===== config.mk =====
export PLATFORM = sky130hd
export DESIGN_NAME = energy_min_tracker
export DESIGN_NICKNAME = d
export VERILOG_FILES = /design/src/rtl/energy_pkg.sv /design/src/rtl/energy_min_tracker_cmp2.sv /design/src/rtl/energy_min_tracker.sv
export SDC_FILE = /design/constraint.sdc
export NUM_CORES = 1
export LEC_CHECK = 0
export CAP_MARGIN = 30
export CORE_AREA = 2 2 84 86
export CTS_CLUSTER_DIAMETER = 30
export DETAILED_ROUTE_END_ITERATION = 16
export DIE_AREA = 0 0 86 88
export HOLD_SLACK_MARGIN = 0.12
export PLACE_DENSITY = 0.68
export SLEW_MARGIN = 40
export SYNTH_ARGS = -nofsm -noshare
export SYNTH_HDL_FRONTEND = slang
export SYNTH_SLANG_ARGS = --single-unit

===== constraint.sdc =====
create_clock -name clk -period 3.1 [get_ports clk]
set_input_delay 0.62 -clock clk [delete_from_list [all_inputs] [get_ports clk]]
set_output_delay 0.62 -clock clk [all_outputs]
set_load 0.01 [all_outputs]

===== src/rtl/energy_pkg.sv =====
// Shared types and default sizes for the energy minimum tracker.
package energy_pkg;

    localparam int ENERGY_WIDTH = 16;
    localparam int SAMPLE_IDX_W = 8;

    typedef enum logic [1:0] {
        IDLE = 2'd0,
        SCAN = 2'd1,
        DONE = 2'd2
    } state_t;

endpackage


===== src/rtl/energy_min_tracker_cmp2.sv =====
// Two-operand magnitude comparator (DW01_cmp2 behaviour, LT_LE output only).
// LEQ selects A <= B instead of A < B; TC selects two's-complement operands.
module DW01_cmp2 #(
    parameter int WIDTH = 16
) (
    input  logic [WIDTH-1:0] A,
    input  logic [WIDTH-1:0] B,
    input  logic             LEQ,
    input  logic             TC,
    output logic             LT_LE
);

    logic lt;
    logic eq;

    always_comb begin
        eq = (A == B);
        if (TC) begin
            lt = ($signed(A) < $signed(B));
        end else begin
            lt = (A < B);
        end
        LT_LE = lt | (LEQ & eq);
    end

endmodule


===== src/rtl/energy_min_tracker.sv =====
// Running-minimum tracker over a programmed number of energy samples.
// Define ENERGY_MIN_TIE_LAST_EN to let equal samples replace the minimum (latest index wins).
module energy_min_tracker
    import energy_pkg::*;
#(
    parameter int WIDTH = ENERGY_WIDTH,
    parameter int IDX_W = SAMPLE_IDX_W
) (
    input  logic             clk,
    input  logic             rst,
    input  logic             start,
    input  logic [IDX_W-1:0] num_samples,
    input  logic             tc,
    input  logic             in_valid,
    input  logic [WIDTH-1:0] in_data,
    output logic             in_ready,
    output logic             busy,
    output logic             done,
    output logic             min_valid,
    output logic [WIDTH-1:0] min_val,
    output logic [IDX_W-1:0] min_idx
);

`ifdef ENERGY_MIN_TIE_LAST_EN
    localparam logic TIE_LEQ = 1'b1;
`else
    localparam logic TIE_LEQ = 1'b0;
`endif

    state_t             state_reg;
    logic [IDX_W-1:0]   count_reg;
    logic [IDX_W-1:0]   num_reg;
    logic               tc_reg;
    logic               first_reg;
    logic               min_valid_reg;
    logic [WIDTH-1:0]   min_val_reg;
    logic [IDX_W-1:0]   min_idx_reg;
    logic               replace;

    DW01_cmp2 #(
        .WIDTH(WIDTH)
    ) u_cmp (
        .A     (in_data),
        .B     (min_val_reg),
        .LEQ   (TIE_LEQ),
        .TC    (tc_reg),
        .LT_LE (replace)
    );

    always_ff @(posedge clk or posedge rst) begin
        if (rst) begin
            state_reg     <= IDLE;
            count_reg     <= '0;
            num_reg       <= '0;
            tc_reg        <= 1'b0;
            first_reg     <= 1'b0;
            min_valid_reg <= 1'b0;
            min_val_reg   <= '0;
            min_idx_reg   <= '0;
        end else begin
            case (state_reg)
                IDLE: begin
                    if (start) begin
                        min_valid_reg <= 1'b0;
                        if (num_samples != '0) begin
                            state_reg <= SCAN;
                            num_reg   <= num_samples;
                            tc_reg    <= tc;
                            count_reg <= '0;
                            first_reg <= 1'b1;
                        end else begin
                            state_reg <= DONE;
                        end
                    end
                end
                SCAN: begin
                    // in_ready is implied by being in SCAN
                    if (in_valid) begin
                        if (first_reg || replace) begin
                            min_val_reg <= in_data;
                            min_idx_reg <= count_reg;
                        end
                        first_reg <= 1'b0;
                        count_reg <= count_reg + IDX_W'(1);
                        if (count_reg == num_reg - IDX_W'(1)) begin
                            state_reg     <= DONE;
                            min_valid_reg <= 1'b1;
                        end
                    end
                end
                DONE: begin
                    state_reg <= IDLE;
                end
                default: begin
                    state_reg <= IDLE;
                end
            endcase
        end
    end

    assign in_ready  = (state_reg == SCAN);
    assign busy      = (state_reg == SCAN) || (state_reg == DONE);
    assign done      = (state_reg == DONE);
    assign min_valid = min_valid_reg;
    assign min_val   = min_val_reg;
    assign min_idx   = min_idx_reg;

endmodule

==> key figures <==
Yosys
  • Top_reg_cell synth: dfrtp_1
  • Syn Area/Cell: around 10 µm²
  • Sequential-to-total area share from yosys stat: 0.431
  • Ys Warns: 0
  • Largest cells by area after synthesis: dfrtp_1, mux2_2, ha_1, inv_1, nand2_1
  • Post-Syn Nets: 300
  • Number of synthesized flops with an enable pin: 0
  • Synth unique cells: between 40 and 50
  • Synthesized flop and latch total: 45
  • Post-synth ARST share: 1.00
  • Share of Yosys cell area claimed by the top area cell type: 0.431
  • Post-Syn Area: approximately 2600 µm²
  • Largest area contributor in the synthesized netlist: dfrtp_1
  • Syn Inst Count: roughly 250

Floorplan
  • Initial Util: 0.393
  • Die ar.: approximately 7600 µm²
  • Row count: 30
  • Core area: roughly 6600 µm²
  • I/O pins: 57
  • Die X: between 80 and 90 µm
  • Die Ht: 88 µm

STA
  • Fmax: 0.343 GHz
  • Final setup violation count: 0
  • Clock skew: approximately 3.4 ps
  • RSZ-0062 raised after global routing: false
  • Worst-margin pin slew: 598 ps
  • Final Max Slew Viols: 0
  • Minimum clock period: ~2900 ps
  • Final hold viol count: 0
  • Relative slew margins: 0.597
  • Worst hold margin: approximately 500 ps
  • Period utilization: 0.939

Finish
  • Register area: around 1100 µm²
  • Inserted Diodes: 0
  • Final Util: 0.509
  • FILL cells: slightly above 600
  • Area grow syn2layout: 29.5%
  • Layout cell share with drive strength beyond 1: 0.160
  • Largest register FFs: 16
  • Final #Nets: 361
  • Multi-input logic area: ~1300 µm²

Global routing
  • First-pass GRT wire length: roughly 9400 µm
  • Overflow after GRT: 0
  • Largest net degree at the start of global routing: 46
  • Vias in the first global route: 2012
  • Initial antenna violation count: 0
  • GRT Util Overall: 0.154

Critical path
  • Data required, critical path: between 3000 and 4000 ps
  • Critical Path Max Stage Delay: between 400 and 500 ps
  • RR Endpoint: min_val[6]
  • Crit. Startpoint: in_data[15]
  • Crit path DAT: approximately 3100 ps
  • Worst R2R Path Depth: 9
  • Crit. End Element: register
  • Worst-path cell chain: clkdlybuf4s50_1, ha_1, and4_1, nand2_1, or3b_1, and3_4, a211oi_4, buf_4, mux2_2
  • CP Max Fanout: 9
  • Worst r2r src: min_val[15]
  • R2R setup slack: approximately 540 ps
  • Worst setup SP type: input pin
  • Setup crit end: min_val[6]
  • Worst setup path class: input pin to register
  • CP max-delay cell: clkdlybuf4s50_1

Routing
  • Drt pass-1 iters: 4
  • Initial DRC count: 72
  • DRT Wirelength: between 5000 and 6000 µm
  • Routed len/inst: 14.2 µm
  • DRC errors left: 0
  • Vias per cell: about 5.2
  • Final ANT Viol Nets: 0
  • Via count of the routed design: roughly 2000

Clocking
  • Total CTS buffers: 5
  • Clock network latency to the later pin of the worst-skew pair: ~300 ps
  • CTS Sinks: 45
  • CTS tree: yes
  • Hold_buf cts: 0
  • # H-tree levels: 2
  • Clk buf depth: 2
  • Clock Root Buffer: clkbuf_8
  • Post-CTS setup buffers: 0
  • Clk slew on worst S/H paths: ~80 ps
  • Post-cts resize count: 0

Min path
  • Min-Delay Path Class: register to register

Power
  • VDD IR max: approximately 0.00042 V
  • Pwr Density: 877 nW/µm²
  • Lkg Pwr: between 1.5 and 2 nW

Outcome
  • Status: finished, final reports clean

Run
  • Max Cap Viol: 0

Placement
  • DP Wirelength: 4210 µm
  • Placer Congestion: between 0.8 and 0.9
  • I/O Buffers: 56
==> synthesized netlist by cell type (2+ instances only) <==
library cell	n
a211o_1	2
a21o_1	4
a21oi_1	12
a22o_1	2
a2bb2oi_1	2
and3_1	2
buf_6	2
clkbuf_1	8
dfrtp_1	45
ha_1	20
inv_1	25
mux2_2	30
mux2i_1	2
nand2_1	21
nand2b_1	4
nand3_1	5
nand4_1	2
nor2_1	7
nor2b_1	3
nor3_1	5
nor4_1	6
o211ai_1	3
o21ai_0	11
o31ai_1	2
or2_2	2
xnor2_1	3
xor2_1	5
==> report_power, final <==
part / internal, W / leakage (nW) / switching [W]
Sequential: 0.000812 / 0.566 / 0.000207
Clock: 0.000202 / 0.0542 / 0.000204
Combinational: 0.000851 / 0.908 / 0.000689
Total: 0.00187 / 1.53 / 0.00110
==> worst min-delay path by stage <==
| stage | startpoint | endpoint | slack [ps] | cells after the start |
|---|---|---|---|---|
| floorplan | first_reg | first_reg | 460 | 2 |
| global placement | first_reg | first_reg | 480 | 2 |
| detailed placement | first_reg | first_reg | 490 | 2 |
| CTS | first_reg | first_reg | 510 | 2 |
| global route | min_idx[4] | min_idx[4] | 540 | 1 |
| finish | first_reg | first_reg | 500 | 2 |
==> worst max-delay path: cells and delay by family <==
family	cells	cell delay [ps]
muxes	1	350
AOI/OAI and AO/OA	1	240
adders and majority gates	1	310
buffers and inverters	2	660
and+or+nand+nor	4	900
==> cells in the final DEF, fill, tap and decap left out, types with 2 or more instances in the layout <==
master,n
clkdlybuf4s50_1,56
dfrtp_1,45
mux2_2,30
inv_1,24
nand2_1,21
ha_1,20
a21oi_1,12
o21ai_0,11
buf_4,8
nor2_1,7
clkbuf_8,7
nor4_1,6
nand3_1,5
xor2_1,5
nor3_1,5
a21o_1,4
nand2b_1,4
o211ai_1,3
nor2b_1,3
xnor2_1,3
or2_2,2
a211o_1,2
and3_1,2
nand4_1,2
o31ai_1,2
a2bb2oi_1,2
a22o_1,2
mux2i_1,2
==> logic make-up after synthesis <==
| kind of cell | share of synthesized area |
|---|---|
| multiplexers | 0.141 |
| AO/OA/AOI/OAI | 0.130 |
| XOR/XNOR | 0.0268 |
| adder cells (fa/ha/maj) | 0.0958 |
| buffers and inverters | 0.0560 |
| flip-flops | 0.431 |
| AND/OR/NAND/NOR | 0.119 |
==> final cells by class <==
cell class              instances  share of cell area
inverters                      25              0.0277
clock buffers                   7              0.0285
flip-flops and latches         45               0.333
multi-input cells             171               0.396
repair buffers                 64               0.183
clock inverters                 1             0.00148
well taps                      80              0.0296
==> per-layer routing <==
metal / global-route usage / wire length [µm]
met4: 0.0404 / 61
met3: 0.0292 / 287
met1: 0.201 / 2530
met2: 0.263 / 2690
met5: 0 / 0
==> metrics by stage <==
step	setup TNS, ps	setup slack [ps]	instance area [µm²]	power [W]	instances
CTS	0	187	3380	0.00300	393
global route	0	57.9	3380	0.00321	393
detailed placement	-2090	-103	3280	0.00259	385
global placement	-750	-40.5	3280	0.00254	385
finish	0	188	3380	0.00296	393
floorplan	0	403	2610	0.00197	251
Power figures use the tool's default switching activity.
